[src/rtl/sr_latch_driver_pkg.sv]
// Shared types and constants for the gated SR latch sequencer.
// State encoding, legal op codes and error codes reported on err_code.
package sr_latch_driver_pkg;

    typedef enum logic [2:0] {
        IDLE  = 3'd0,
        SETUP = 3'd1,
        PULSE = 3'd2,
        GAP   = 3'd3,
        CHECK = 3'd4,
        OK    = 3'd5,
        FAIL  = 3'd6
    } state_t;

    localparam logic [1:0] OP_RESET    = 2'b01;
    localparam logic [1:0] OP_SET      = 2'b10;

    localparam logic [1:0] ERR_NONE    = 2'b00;
    localparam logic [1:0] ERR_ILLEGAL = 2'b01;
    localparam logic [1:0] ERR_TIMEOUT = 2'b10;
    localparam logic [1:0] ERR_INVALID = 2'b11;

    function automatic logic op_legal(input logic [1:0] op);
        return (op == OP_RESET) || (op == OP_SET);
    endfunction

endpackage

[src/rtl/sr_latch_driver_sync2.sv]
// Two-flop synchronizer with asynchronous active-low reset (reset value 0),
// used for latch readback that is not already in the clk domain.
module sr_latch_driver_sync2 (
    input  logic clk,
    input  logic rst_n,
    input  logic i_d,
    output logic o_q
);

    logic r_meta;
    logic r_sync;

    always_ff @(posedge clk or negedge rst_n) begin
        if (!rst_n) begin
            r_meta <= 1'b0;
            r_sync <= 1'b0;
        end else begin
            r_meta <= i_d;
            r_sync <= r_meta;
        end
    end

    assign o_q = r_sync;

endmodule

[src/rtl/sr_latch_driver.sv]
// Sequencer driving a gated SR latch: setup, enable pulse, release, readback.
// Define SR_LATCH_DRIVER_SYNC_EN to pass q_in/qbar_in through 2-flop synchronizers.
module sr_latch_driver
    import sr_latch_driver_pkg::*;
#(
    parameter int PULSE_W = 2,
    parameter int GAP_W   = 1,
    parameter int TIMEOUT = 8,
    parameter int CNT_W   = 4
) (
    input  logic       clk,
    input  logic       rst_n,
    input  logic       req_valid,
    output logic       req_ready,
    input  logic [1:0] req_op,
    output logic       s,
    output logic       r,
    output logic       control,
    input  logic       q_in,
    input  logic       qbar_in,
    output logic       busy,
    output logic       done,
    output logic       err,
    output logic [1:0] err_code
);

`ifdef SR_LATCH_DRIVER_SYNC_EN
    localparam int CHK_WIN = TIMEOUT + 2;
`else
    localparam int CHK_WIN = TIMEOUT;
`endif

    localparam logic [CNT_W-1:0] PULSE_LD = CNT_W'(PULSE_W - 1);
    localparam logic [CNT_W-1:0] GAP_LD   = CNT_W'(GAP_W - 1);
    localparam logic [CNT_W-1:0] CHK_LD   = CNT_W'(CHK_WIN - 1);

    state_t           r_state;
    logic [CNT_W-1:0] r_cnt;
    logic             r_op_set;
    logic             r_s;
    logic             r_r;
    logic             r_ctrl;
    logic             r_ready;
    logic             r_busy;
    logic             r_done;
    logic             r_err;
    logic [1:0]       r_err_code;

    logic w_q;
    logic w_qbar;
    logic w_pass;
    logic w_cnt_zero;

`ifdef SR_LATCH_DRIVER_SYNC_EN
    sr_latch_driver_sync2 u_sync_q (
        .clk   (clk),
        .rst_n (rst_n),
        .i_d   (q_in),
        .o_q   (w_q)
    );

    sr_latch_driver_sync2 u_sync_qbar (
        .clk   (clk),
        .rst_n (rst_n),
        .i_d   (qbar_in),
        .o_q   (w_qbar)
    );
`else
    assign w_q    = q_in;
    assign w_qbar = qbar_in;
`endif

    assign w_pass     = (w_q == r_op_set) && (w_qbar == ~r_op_set);
    assign w_cnt_zero = (r_cnt == '0);

    // Every state entry reloads r_cnt; a zero count means "last cycle of this phase".
    always_ff @(posedge clk or negedge rst_n) begin
        if (!rst_n) begin
            r_state    <= IDLE;
            r_cnt      <= '0;
            r_op_set   <= 1'b0;
            r_s        <= 1'b0;
            r_r        <= 1'b0;
            r_ctrl     <= 1'b0;
            r_ready    <= 1'b1;
            r_busy     <= 1'b0;
            r_done     <= 1'b0;
            r_err      <= 1'b0;
            r_err_code <= ERR_NONE;
        end else begin
            r_done <= 1'b0;
            r_err  <= 1'b0;
            case (r_state)
                IDLE: begin
                    if (req_valid && r_ready) begin
                        r_op_set <= req_op[1];
                        r_ready  <= 1'b0;
                        r_busy   <= 1'b1;
                        r_cnt    <= '0;
                        if (op_legal(req_op)) begin
                            r_state    <= SETUP;
                            r_s        <= req_op[1];
                            r_r        <= req_op[0];
                            r_err_code <= ERR_NONE;
                        end else begin
                            r_state    <= FAIL;
                            r_err      <= 1'b1;
                            r_err_code <= ERR_ILLEGAL;
                        end
                    end
                end
                SETUP: begin
                    r_state <= PULSE;
                    r_ctrl  <= 1'b1;
                    r_cnt   <= PULSE_LD;
                end
                PULSE: begin
                    if (w_cnt_zero) begin
                        // Drop enable and pins together; the latch holds once control falls.
                        r_state <= GAP;
                        r_ctrl  <= 1'b0;
                        r_s     <= 1'b0;
                        r_r     <= 1'b0;
                        r_cnt   <= GAP_LD;
                    end else begin
                        r_cnt <= r_cnt - 1'b1;
                    end
                end
                GAP: begin
                    if (w_cnt_zero) begin
                        r_state <= CHECK;
                        r_cnt   <= CHK_LD;
                    end else begin
                        r_cnt <= r_cnt - 1'b1;
                    end
                end
                CHECK: begin
                    if (w_pass) begin
                        r_state <= OK;
                        r_done  <= 1'b1;
                        r_cnt   <= '0;
                    end else if (w_cnt_zero) begin
                        r_state    <= FAIL;
                        r_err      <= 1'b1;
                        r_err_code <= (w_q == w_qbar) ? ERR_INVALID : ERR_TIMEOUT;
                        r_cnt      <= '0;
                    end else begin
                        r_cnt <= r_cnt - 1'b1;
                    end
                end
                OK, FAIL: begin
                    r_state <= IDLE;
                    r_ready <= 1'b1;
                    r_busy  <= 1'b0;
                    r_cnt   <= '0;
                end
                default: begin
                    r_state <= IDLE;
                    r_ready <= 1'b1;
                    r_busy  <= 1'b0;
                    r_s     <= 1'b0;
                    r_r     <= 1'b0;
                    r_ctrl  <= 1'b0;
                    r_cnt   <= '0;
                end
            endcase
        end
    end

    assign req_ready = r_ready;
    assign s         = r_s;
    assign r         = r_r;
    assign control   = r_ctrl;
    assign busy      = r_busy;
    assign done      = r_done;
    assign err       = r_err;
    assign err_code  = r_err_code;

endmodule
[config.mk]
export PLATFORM = sky130hd
export DESIGN_NAME = sr_latch_driver
export DESIGN_NICKNAME = d
export VERILOG_FILES = /design/src/rtl/sr_latch_driver_pkg.sv /design/src/rtl/sr_latch_driver_sync2.sv /design/src/rtl/sr_latch_driver.sv
export SDC_FILE = /design/constraint.sdc
export NUM_CORES = 1
export LEC_CHECK = 0
export CORE_MARGIN = 2
export CORE_UTILIZATION = 55
export CTS_CLUSTER_DIAMETER = 120
export DETAILED_ROUTE_END_ITERATION = 8
export PLACE_DENSITY = 0.79
export SLEW_MARGIN = 20
export SYNTH_ARGS = -nofsm -noshare
export SYNTH_HDL_FRONTEND = slang
export SYNTH_SLANG_ARGS = --single-unit
[constraint.sdc]
create_clock -name clk -period 3.2 [get_ports clk]
set_input_delay 0.32 -clock clk [delete_from_list [all_inputs] [get_ports clk]]
set_output_delay 0.32 -clock clk [all_outputs]
set_load 0.005 [all_outputs]
==> reports/metrics.yaml, run 1 <==
run_status: "complete, no violations"
synth_cell_types: 42
irDropWorstVdd_mv: 0.593
dieArea_sq_um: 2240
worstSkewPairLatency_ps: 300
finalSetupViolations: 0
rsz0062_at_grt: "false"
layout-drive-gt1-share_pct: 11.6
worst_slew_pin_slew_ps: 765
crit_fanout: 5
die_y_um: 47.4
cts_tree: "done"
port-buffer-count: 15
postSynthCellCount: 115
ys_ff_latch: 17
fin_worst_skew_ps: 8.10
clock_power_share_pct: 10.8
yosys-top-cells-area: "dfrtp_1, nor2_1, a21oi_1"
grt_pass1_vias: 840
crit_path_end_kind: "flop"
cts_sinks: 17
fp-row-count: 15
finalSetupTns_ps: 0
ios: 16
core_area_sq_um: 1750
avgSynthCellArea_sq_um: 8.99
yosysWarnings: 0
clk_pin_slew_ps: 100
yosysSeqAreaShare_pct: 41.3
reg2reg_from: "r_cnt[0]$_DFFE_PN0N_"
yosysTopAreaCell: "dfrtp_1"
maxCapViolCount: 0
cp.required_ps: 3400
r2r.worst_path.cells: 7
power_switching_uw: 458
globalRouteOverflowTotal: 0
nFillCells: 151
drc: 0
drt_iter0_markers: 17
layout.nets: 139
routed_wirelength_um: 2200
fin_crit_sh_pct: 59.2
initial_core_util_pct: 59.2
crit_path_start_kind: "flop"
antenna_cells: 0
power.internal_uw: 619
gp_congestion: 0.779
syn-num-nets: 124
vias_per_cell: 5.90
setup_ws_ps: 1310
leakagePower_uw: 0.000504
final_util_pct: 69.7
slew_violations: 0
hp-class: "in2async"
swShare_pct: 42.5
gr-usage-all-layers_pct: 23.3
clock_path_buffers: 2
relSlewSlack_pct: 48.9
dr.pass1.iters: 4
max_freq_mhz: 528
cts_resized: 0
cts_hold_buffers: 0
ff2ff_setup_slack_ps: 1310
dp_cells: 150
ant_nets: 0
hold_viol: 0
dieWidth_um: 47.4
reg2reg_to: "r$_DFFE_PN0P_"
synth_area_sq_um: 1030
seqPwrFrac_pct: 38.2
post_cts_buffers: 0
vias: 908
cts_made_buffers: 3
grt_pass1_wl_um: 3610
dp_hpwl_um: 1540
area_growth_pct: 17.8
crit_path_start: "r_cnt[0]$_DFFE_PN0N_"
root_buffer: "clkbuf_4"
crit_arrival_ps: 2090
crit_type: "reg2reg"
antenna_found_initial: 0
grt_max_degree: 18
yosys.area.top_type_share_pct: 38.7
share_comb_of_total_power_pct: 51.0
wl_per_cell_um: 14.3
instances_no_fill: 154
place_ws_ps: 1200
fin_crit_ps: 1890
pwr_density_cell_nw_per_um2: 885
h-tree-depth: 1
cell type report:
type	instances	area (sq um)	share of cell area (%)
clock buffer	3	22.5	1.85
clock inverter	1	5.00	0.411
inverter	4	15.0	1.23
multi-input combinational	87	552	45.3
sequential	17	427	35.0
tap	25	31.3	2.57
timing repair buffer	17	165	13.6
synth_stat cells, drive strengths merged:
cell	count
dfrtp	16
nor2	13
nand2	12
o21ai	9
a21oi	8
nor3b	5
o31ai	5
buf	4
inv	4
a22oi	3
a31oi	3
clkbuf	3
nor2b	3
a32o	2
and3	2
ha	2
nor3	2
o22ai	2
or3	2
a211o	1
a211oi	1
a21o	1
a221oi	1
a311oi	1
a32oi	1
dfstp	1
mux2	1
nand3	1
nor4b	1
o21a	1
o41ai	1
or2	1
or3b	1
xor2	1
worst max path at each step:
stage,endpoint,slack (ps),cells after the start
floorplan,r$_DFFE_PN0P_,1530,7
global placement,s$_DFFE_PN0P_,1230,6
detailed placement,r_state[1]$_DFFE_PN0P_,1200,6
CTS,r$_DFFE_PN0P_,1300,7
global route,s$_DFFE_PN0P_,1130,8
finish,r$_DFFE_PN0P_,1310,7
per-stage QoR:
stage | instance area, sq um | total power (uW) | hold WS (ps)
2_1_floorplan | 1030 | 792 | 24.4
3_3_place_gp | 1190 | 944 | 475
3_5_place_dp | 1190 | 956 | 485
4_1_cts | 1220 | 1080 | 481
5_1_grt | 1220 | 1170 | 516
6_report | 1220 | 1080 | 463
cells by family after synthesis:
group	synth area share, %
DFF	41.3
buffers and inverters	5.33
adders and majority gates	2.42
xor gates and xnor gates	1.57
and+or+nand+nor	22.4
AOI/OAI and AO/OA	25.9
muxes	1.09
state kept, by name, summed over array words and instances (netlist names):
register,cells
s,1
r,1
err,1
control,1
r_state,3
req_ready,1
r_op_set,1
r_cnt,4
busy,1
err_code,2
done,1
routing by layer:
metal / GRT usage, % / vias to the layer above / share of wire (%)
met2: 35.1 / 25 / 48
met4: 13.9 / 0 / 1.5
met3: 3.85 / 4 / 4.1
met1: 31.1 / 429 / 47
li1: - / 450 / -
met5: 0 / - / 0
power groups by stage:
stage / registers (uW) / logic, uW / clock network [uW]
after detailed placement: 415 / 541 / 0
after CTS: 409 / 546 / 121
after floorplan: 370 / 422 / 0
after global placement: 410 / 534 / 0
final: 411 / 549 / 116
after global routing: 426 / 615 / 133
layout by cell type, fill, tap and decap left out, types with 4 or more instances in the layout:
master	netlist	layout
nor3b_1	4	4
clkdlybuf4s50_1	0	15
nand2_1	10	10
nor2_1	13	13
o31ai_1	4	4
o21ai_0	4	4
o21ai_1	5	5
a21oi_1	8	8
dfrtp_1	16	16
worst max-delay path, cell delays in order, from the launching register on:
cell and delay [ps]:
dfrtp_1 440, inv_1 80, ha_1 210, or3b_4 430
nand2_2 110, nor3b_2 180, o21ai_1 110, a32o_1 220
Note: power is estimated with default switching activity, not from simulation.
==> inputs of run 2 (changes only) <==
--- a/config.mk
+++ b/config.mk
@@ -6,10 +6,10 @@
 export NUM_CORES = 1
 export LEC_CHECK = 0
 export CORE_MARGIN = 2
-export CORE_UTILIZATION = 55
+export CORE_UTILIZATION = 52
 export CTS_CLUSTER_DIAMETER = 120
 export DETAILED_ROUTE_END_ITERATION = 8
-export PLACE_DENSITY = 0.79
+export PLACE_DENSITY = 0.75
 export SLEW_MARGIN = 20
 export SYNTH_ARGS = -nofsm -noshare
 export SYNTH_HDL_FRONTEND = slang
==> constraint.sdc (replaced) <==
create_clock -name clk -period 1.95 [get_ports clk]
set_input_delay 0.195 -clock clk [delete_from_list [all_inputs] [get_ports clk]]
set_output_delay 0.195 -clock clk [all_outputs]
set_load 0.005 [all_outputs]
==> run 2 against run 1 <==
Against the previous run:
- sequential power rose by 57%
- hold slack worse by 260 ps
- design area increased by 4.4%
- first-iteration DRC count grew 150%
- flip-flop and latch count stayed put
- power is 70% higher
- highest routed layer unchanged
==> reports/metrics.yaml, run 2 (synthesis gave the netlist of run 1 again) <==
hold_viol: 0  # unchanged
crit_type: "reg2reg"
irDropWorstVdd_mv: 1.04  # +75%
hp-class: "in2async"
crit_arrival_ps: 2030  # -60 ps
gr-usage-all-layers_pct: 21.4  # -1.9 points
gp_congestion: 0.835  # +7.2%
ant_nets: 0  # unchanged
antenna_cells: 0  # unchanged
grt_pass1_vias: 922  # +9.8%
clock_power_share_pct: 10.4  # -0.4 points
drt_iter0_markers: 42  # +25
fin_crit_ps: 1840  # -56.9 ps
layout.nets: 145  # +4.3%
clk_pin_slew_ps: 90  # about the same
cts_sinks: 17  # unchanged
vias: 951  # +4.7%
area_growth_pct: 23.0
setup_ws_ps: 113  # -1190 ps
leakagePower_uw: 0.000532  # +5.5%
slew_violations: 0  # unchanged
pwr_density_cell_nw_per_um2: 1440  # +63%
finalSetupTns_ps: 0  # unchanged
wl_per_cell_um: 14.9  # +4.0%
cts_tree: "done"
total_power_uw: 1830  # +70%
fp-row-count: 16  # +1
crit_fanout: 5  # unchanged
cts_hold_buffers: 0  # unchanged
seqPwrFrac_pct: 35.2  # -3.0 points
core_area_sq_um: 1920  # +10%
swShare_pct: 42.0  # -0.46 points
dr.pass1.iters: 4  # unchanged
drc: 0  # unchanged
max_freq_mhz: 544  # +3.1%
layout-drive-gt1-share_pct: 16.3  # +4.7 points
port-buffer-count: 15  # unchanged
cts_made_buffers: 3  # unchanged
crit_path_start_kind: "flop"
worstSkewPairLatency_ps: 300  # about the same
root_buffer: "clkbuf_4"
h-tree-depth: 1  # unchanged
share_comb_of_total_power_pct: 54.4  # +3.4 points
ios: 16  # unchanged
post_cts_buffers: 0  # unchanged
routed_wirelength_um: 2410  # +9.4%
cts_resized: 0  # unchanged
grt_max_degree: 18  # unchanged
dieArea_sq_um: 2360  # +5.3%
relSlewSlack_pct: 79.2  # +30 points
regMostFlops: "r_cnt"
largest_register_ffs: 4  # unchanged
power.internal_uw: 1060  # +72%
cp.required_ps: 2140  # -1260 ps
run_status: "complete, no violations"
vias_per_cell: 5.87  # -0.44%
crit_path_end_kind: "flop"
clock_path_buffers: 2  # unchanged
antenna_found_initial: 0  # unchanged
grt_pass1_wl_um: 3950  # +9.4%
fin_crit_sh_pct: 94.2  # +35 points
dieWidth_um: 48.6  # +2.6%
dp_hpwl_um: 1720  # +12%
final_cell_mix: "dfrtp_1, clkdlybuf4s50_1, nor2_1"
finalSetupViolations: 0  # unchanged
place_ws_ps: 121  # -1080 ps
fin_worst_skew_ps: 3.62  # -4.48 ps
power_switching_uw: 771  # +68%
globalRouteOverflowTotal: 0  # unchanged
worst_slew_pin_slew_ps: 307  # -457 ps
initial_core_util_pct: 53.8  # -5.4 points
mostFrequentLayoutCell: "dfrtp_1"
die_y_um: 48.6  # +2.6%
nFillCells: 163  # +7.9%
maxCapViolCount: 0  # unchanged
[run 2: cell types whose count changed in the layout (fill, tap and decap cells not counted)]
cell	before	now
clkinv_2	1	0
nor3b_1	4	3
ha_1	2	1
buf_4	2	8
clkbuf_1	0	1
nor3b_2	1	2
ha_2	0	1
[run 2: layer usage]
metal,track usage [%],vias up,part of all wire (%)
met3,3.40,5,5.9
met2,39.4,37,51
li1,-,464,-
met5,0,-,0
met1,24.0,445,41
met4,10.0,0,2.0
[run 2: critical path, cell delays in order (launching register included)]
cell,delay [ps]
dfrtp_1,430
inv_1,80
ha_2,210
or3b_4,410
nand2_2,110
nor3b_2,170
o21ai_1,100
a32o_1,220
[run 2: power by group through the flow]
stage | Clock (uW) | Combinational [uW] | Sequential, uW
6_report | 191 | 997 | 646
3_3_place_gp | 0 | 962 | 637
3_5_place_dp | 0 | 985 | 644
5_1_grt | 216 | 1100 | 666
2_1_floorplan | 0 | 693 | 607
4_1_cts | 197 | 990 | 638
[run 2: final cells by class]
type | count | area [sq um] | share of cell area (%)
tap | 27 | 33.8 | 2.66
timing repair buffer | 23 | 210 | 16.5
inverter | 4 | 15.0 | 1.18
multi-input combinational | 87 | 559 | 44.0
clock buffer | 4 | 26.3 | 2.07
sequential | 17 | 427 | 33.6
[run 2: path summary, 6_finish.rpt]
check / to / cells past startpoint / startpoint / slack, ps
worst max-delay path: r$_DFFE_PN0P_ / 7 / r_cnt[0]$_DFFE_PN0N_ / 110
worst min-delay path: busy$_DFFE_PN0P_ / 2 / rst_n / 200
worst max register to register: r$_DFFE_PN0P_ / 7 / r_cnt[0]$_DFFE_PN0N_ / 110
worst min register to register: s$_DFFE_PN0P_ / 1 / s$_DFFE_PN0P_ / 510
max in group asynchronous: req_ready$_DFFE_PN1P_ / 2 / rst_n / 1500
min in group clk: s$_DFFE_PN0P_ / 1 / s$_DFFE_PN0P_ / 510
[run 2: per-stage QoR]
stage / cells / utilization, % / instance area (sq um) / hold slack, ps
final: 162 / 66.1 / 1270 / 203
after CTS: 162 / 65.8 / 1260 / 208
after detailed placement: 158 / 64.4 / 1240 / 493
after global routing: 162 / 66.1 / 1270 / 220
after floorplan: 115 / - / 1030 / -101
after global placement: 158 / 64.4 / 1240 / 479
==> inputs of run 3 (changes only) <==
--- a/config.mk
+++ b/config.mk
@@ -5,8 +5,10 @@
 export SDC_FILE = /design/constraint.sdc
 export NUM_CORES = 1
 export LEC_CHECK = 0
+export CELL_PAD_IN_SITES_DETAIL_PLACEMENT = 1
+export CELL_PAD_IN_SITES_GLOBAL_PLACEMENT = 1
 export CORE_MARGIN = 2
-export CORE_UTILIZATION = 52
+export CORE_UTILIZATION = 39
 export CTS_CLUSTER_DIAMETER = 120
 export DETAILED_ROUTE_END_ITERATION = 8
 export PLACE_DENSITY = 0.75
==> run 3 against run 2 <==
Against the previous run:
- power grew 1.9%
- sequential share of layout area grew 0.099 points
- fmax shrank 0.81%
- largest cell class unchanged
- flip-flop and latch count is the same
==> reports/metrics.yaml, run 3 (synthesis gave the netlist of run 1 again) <==
fp-row-count: 18  # +2
core_area_sq_um: 2500  # +30%
regMostFlops: "r_cnt"
slew_violations: 0  # unchanged
crit_type: "reg2reg"
finalSetupTns_ps: 0  # unchanged
power.internal_uw: 1070  # +0.44%
die_y_um: 55.5  # +14%
reg2reg_to: "r$_DFFE_PN0P_"
h-tree-depth: 1  # unchanged
largest_register_ffs: 4  # unchanged
met2_usage_pct: 32.3  # -7.0 points
grt_pass1_vias: 989  # +7.3%
fin_worst_skew_ps: 0.592  # -3.03 ps
whs_ps: 219  # +15.8 ps
root_buffer: "clkbuf_4"
cts_hold_buffers: 0  # unchanged
share_comb_of_total_power_pct: 55.7  # +1.3 points
final_cell_mix: "dfrtp_1, clkdlybuf4s50_1, nor2_1"
run_status: "complete, no violations"
crit_fanout: 5  # unchanged
gr-usage-all-layers_pct: 19.4  # -2.0 points
top_usage_layer: "met2"
area_growth_pct: 22.6
layout-drive-gt1-share_pct: 15.7  # -0.62 points
drc: 0  # unchanged
vias: 946  # -0.53%
irDropWorstVdd_mv: 0.952  # -8.6%
fin_area_sq_um: 1270  # -0.29%
use_met3_pct: 2.58  # -0.82 points
crit_path_end_kind: "flop"
relSlewSlack_pct: 74.7  # -4.5 points
cp.required_ps: 2140  # about the same
dieWidth_um: 55.5  # +14%
seqPwrFrac_pct: 34.1  # -1.1 points
drt_iter0_markers: 15  # -64%
wl_per_cell_um: 16.7  # +12%
fin_crit_sh_pct: 95.0  # +0.77 points
leakagePower_uw: 0.000527  # -0.99%
power_switching_uw: 801  # +3.8%
ant_nets: 0  # unchanged
crit_path_start_kind: "flop"
hold_viol: 0  # unchanged
layout.nets: 144  # -0.69%
globalRouteOverflowTotal: 0  # unchanged
mostFrequentLayoutCell: "dfrtp_1"
crit_arrival_ps: 2040  # about the same
grt_max_degree: 18  # unchanged
initial_core_util_pct: 41.3  # -12 points
dpl-instance-area_sq_um: 1230  # -0.30%
crit_path_start: "r_cnt[1]$_DFFE_PN0N_"
max_freq_mhz: 540  # -0.81%
finalSetupViolations: 0  # unchanged
gp_congestion: 0.790  # -5.5%
ios: 16  # unchanged
reg2reg_from: "r_cnt[1]$_DFFE_PN0N_"
worstSkewPairLatency_ps: 290  # about the same
grt_pass1_wl_um: 4770  # +21%
dr.pass1.iters: 4  # unchanged
hp-class: "in2async"
fin_crit_ps: 1850  # +15.1 ps
ff2ff_setup_slack_ps: 100  # -20 ps
routed_wirelength_um: 2740  # +14%
post_cts_buffers: 0  # unchanged
dieArea_sq_um: 3080  # +30%
clock_path_buffers: 2  # unchanged
rsz0062_at_grt: "false"
pwr_density_cell_nw_per_um2: 1470  # +2.2%
maxCapViolCount: 0  # unchanged
cts_made_buffers: 3  # unchanged
clock_power_share_pct: 10.3  # about the same
antenna_found_initial: 0  # unchanged
worst_slew_pin_slew_ps: 380  # +72.1 ps
dp_hpwl_um: 2050  # +19%
r2r.worst_path.cells: 7  # unchanged
cts_resized: 0  # unchanged
cts_tree: "done"
antenna_cells: 0  # unchanged
vias_per_cell: 5.77  # -1.7%
clk_pin_slew_ps: 100  # about the same
grtUsageMet1_pct: 25.8  # +1.8 points
nFillCells: 302  # +85%
swShare_pct: 42.9  # +0.81 points
final_util_pct: 50.7  # -15 points
cts_sinks: 17  # unchanged
port-buffer-count: 15  # unchanged
-- run 3: per-stage QoR --
step                setup WS, ps  std cells  total power [uW]
global placement             135        160              1620
floorplan                    279        115              1300
global route                4.30        164              2040
finish                      98.0        164              1870
CTS                         63.4        164              1880
detailed placement          85.0        160              1680
-- run 3: how the worst max path moves through the flow --
stage,endpoint,cells past startpoint,slack [ps]
global route,r$_DFFE_PN0P_,7,4
finish,r$_DFFE_PN0P_,7,100
floorplan,r$_DFFE_PN0P_,7,280
CTS,r$_DFFE_PN0P_,7,60
detailed placement,r$_DFFE_PN0P_,7,80
global placement,s$_DFFE_PN0P_,7,130
-- run 3: metal layers --
metal  wire [um]  part of all wire [%]  up-vias
li1            -                     -      460
met5           0                     0        -
met1        1240                    45      465
met4          26                  0.95        0
met3          83                   3.0        4
met2        1390                    51       17
-- run 3: critical path, cell delays in order (launching register included) --
cell and delay (ps):
dfrtp_1 420, inv_1 70, ha_2 200, or3b_4 430, nand2_2 120, nor3b_2 180, o21ai_1 100, a32o_1 220
-- run 3: area by class of cell --
cell class                 count  area, sq um  area share [%]
inverter                       4         15.0            1.18
multi-input combinational     87          559            44.1
sequential                    17          427            33.7
clock buffer                   4         26.3            2.07
timing repair buffer          22          203            16.0
tap                           30         37.5            2.96
-- run 3: power groups by stage --
stage	clock network (uW)	registers, uW	logic (uW)
2_1_floorplan	0	607	693
3_3_place_gp	0	630	993
3_5_place_dp	0	643	1030
4_1_cts	198	636	1040
5_1_grt	209	665	1170
6_report	192	637	1040
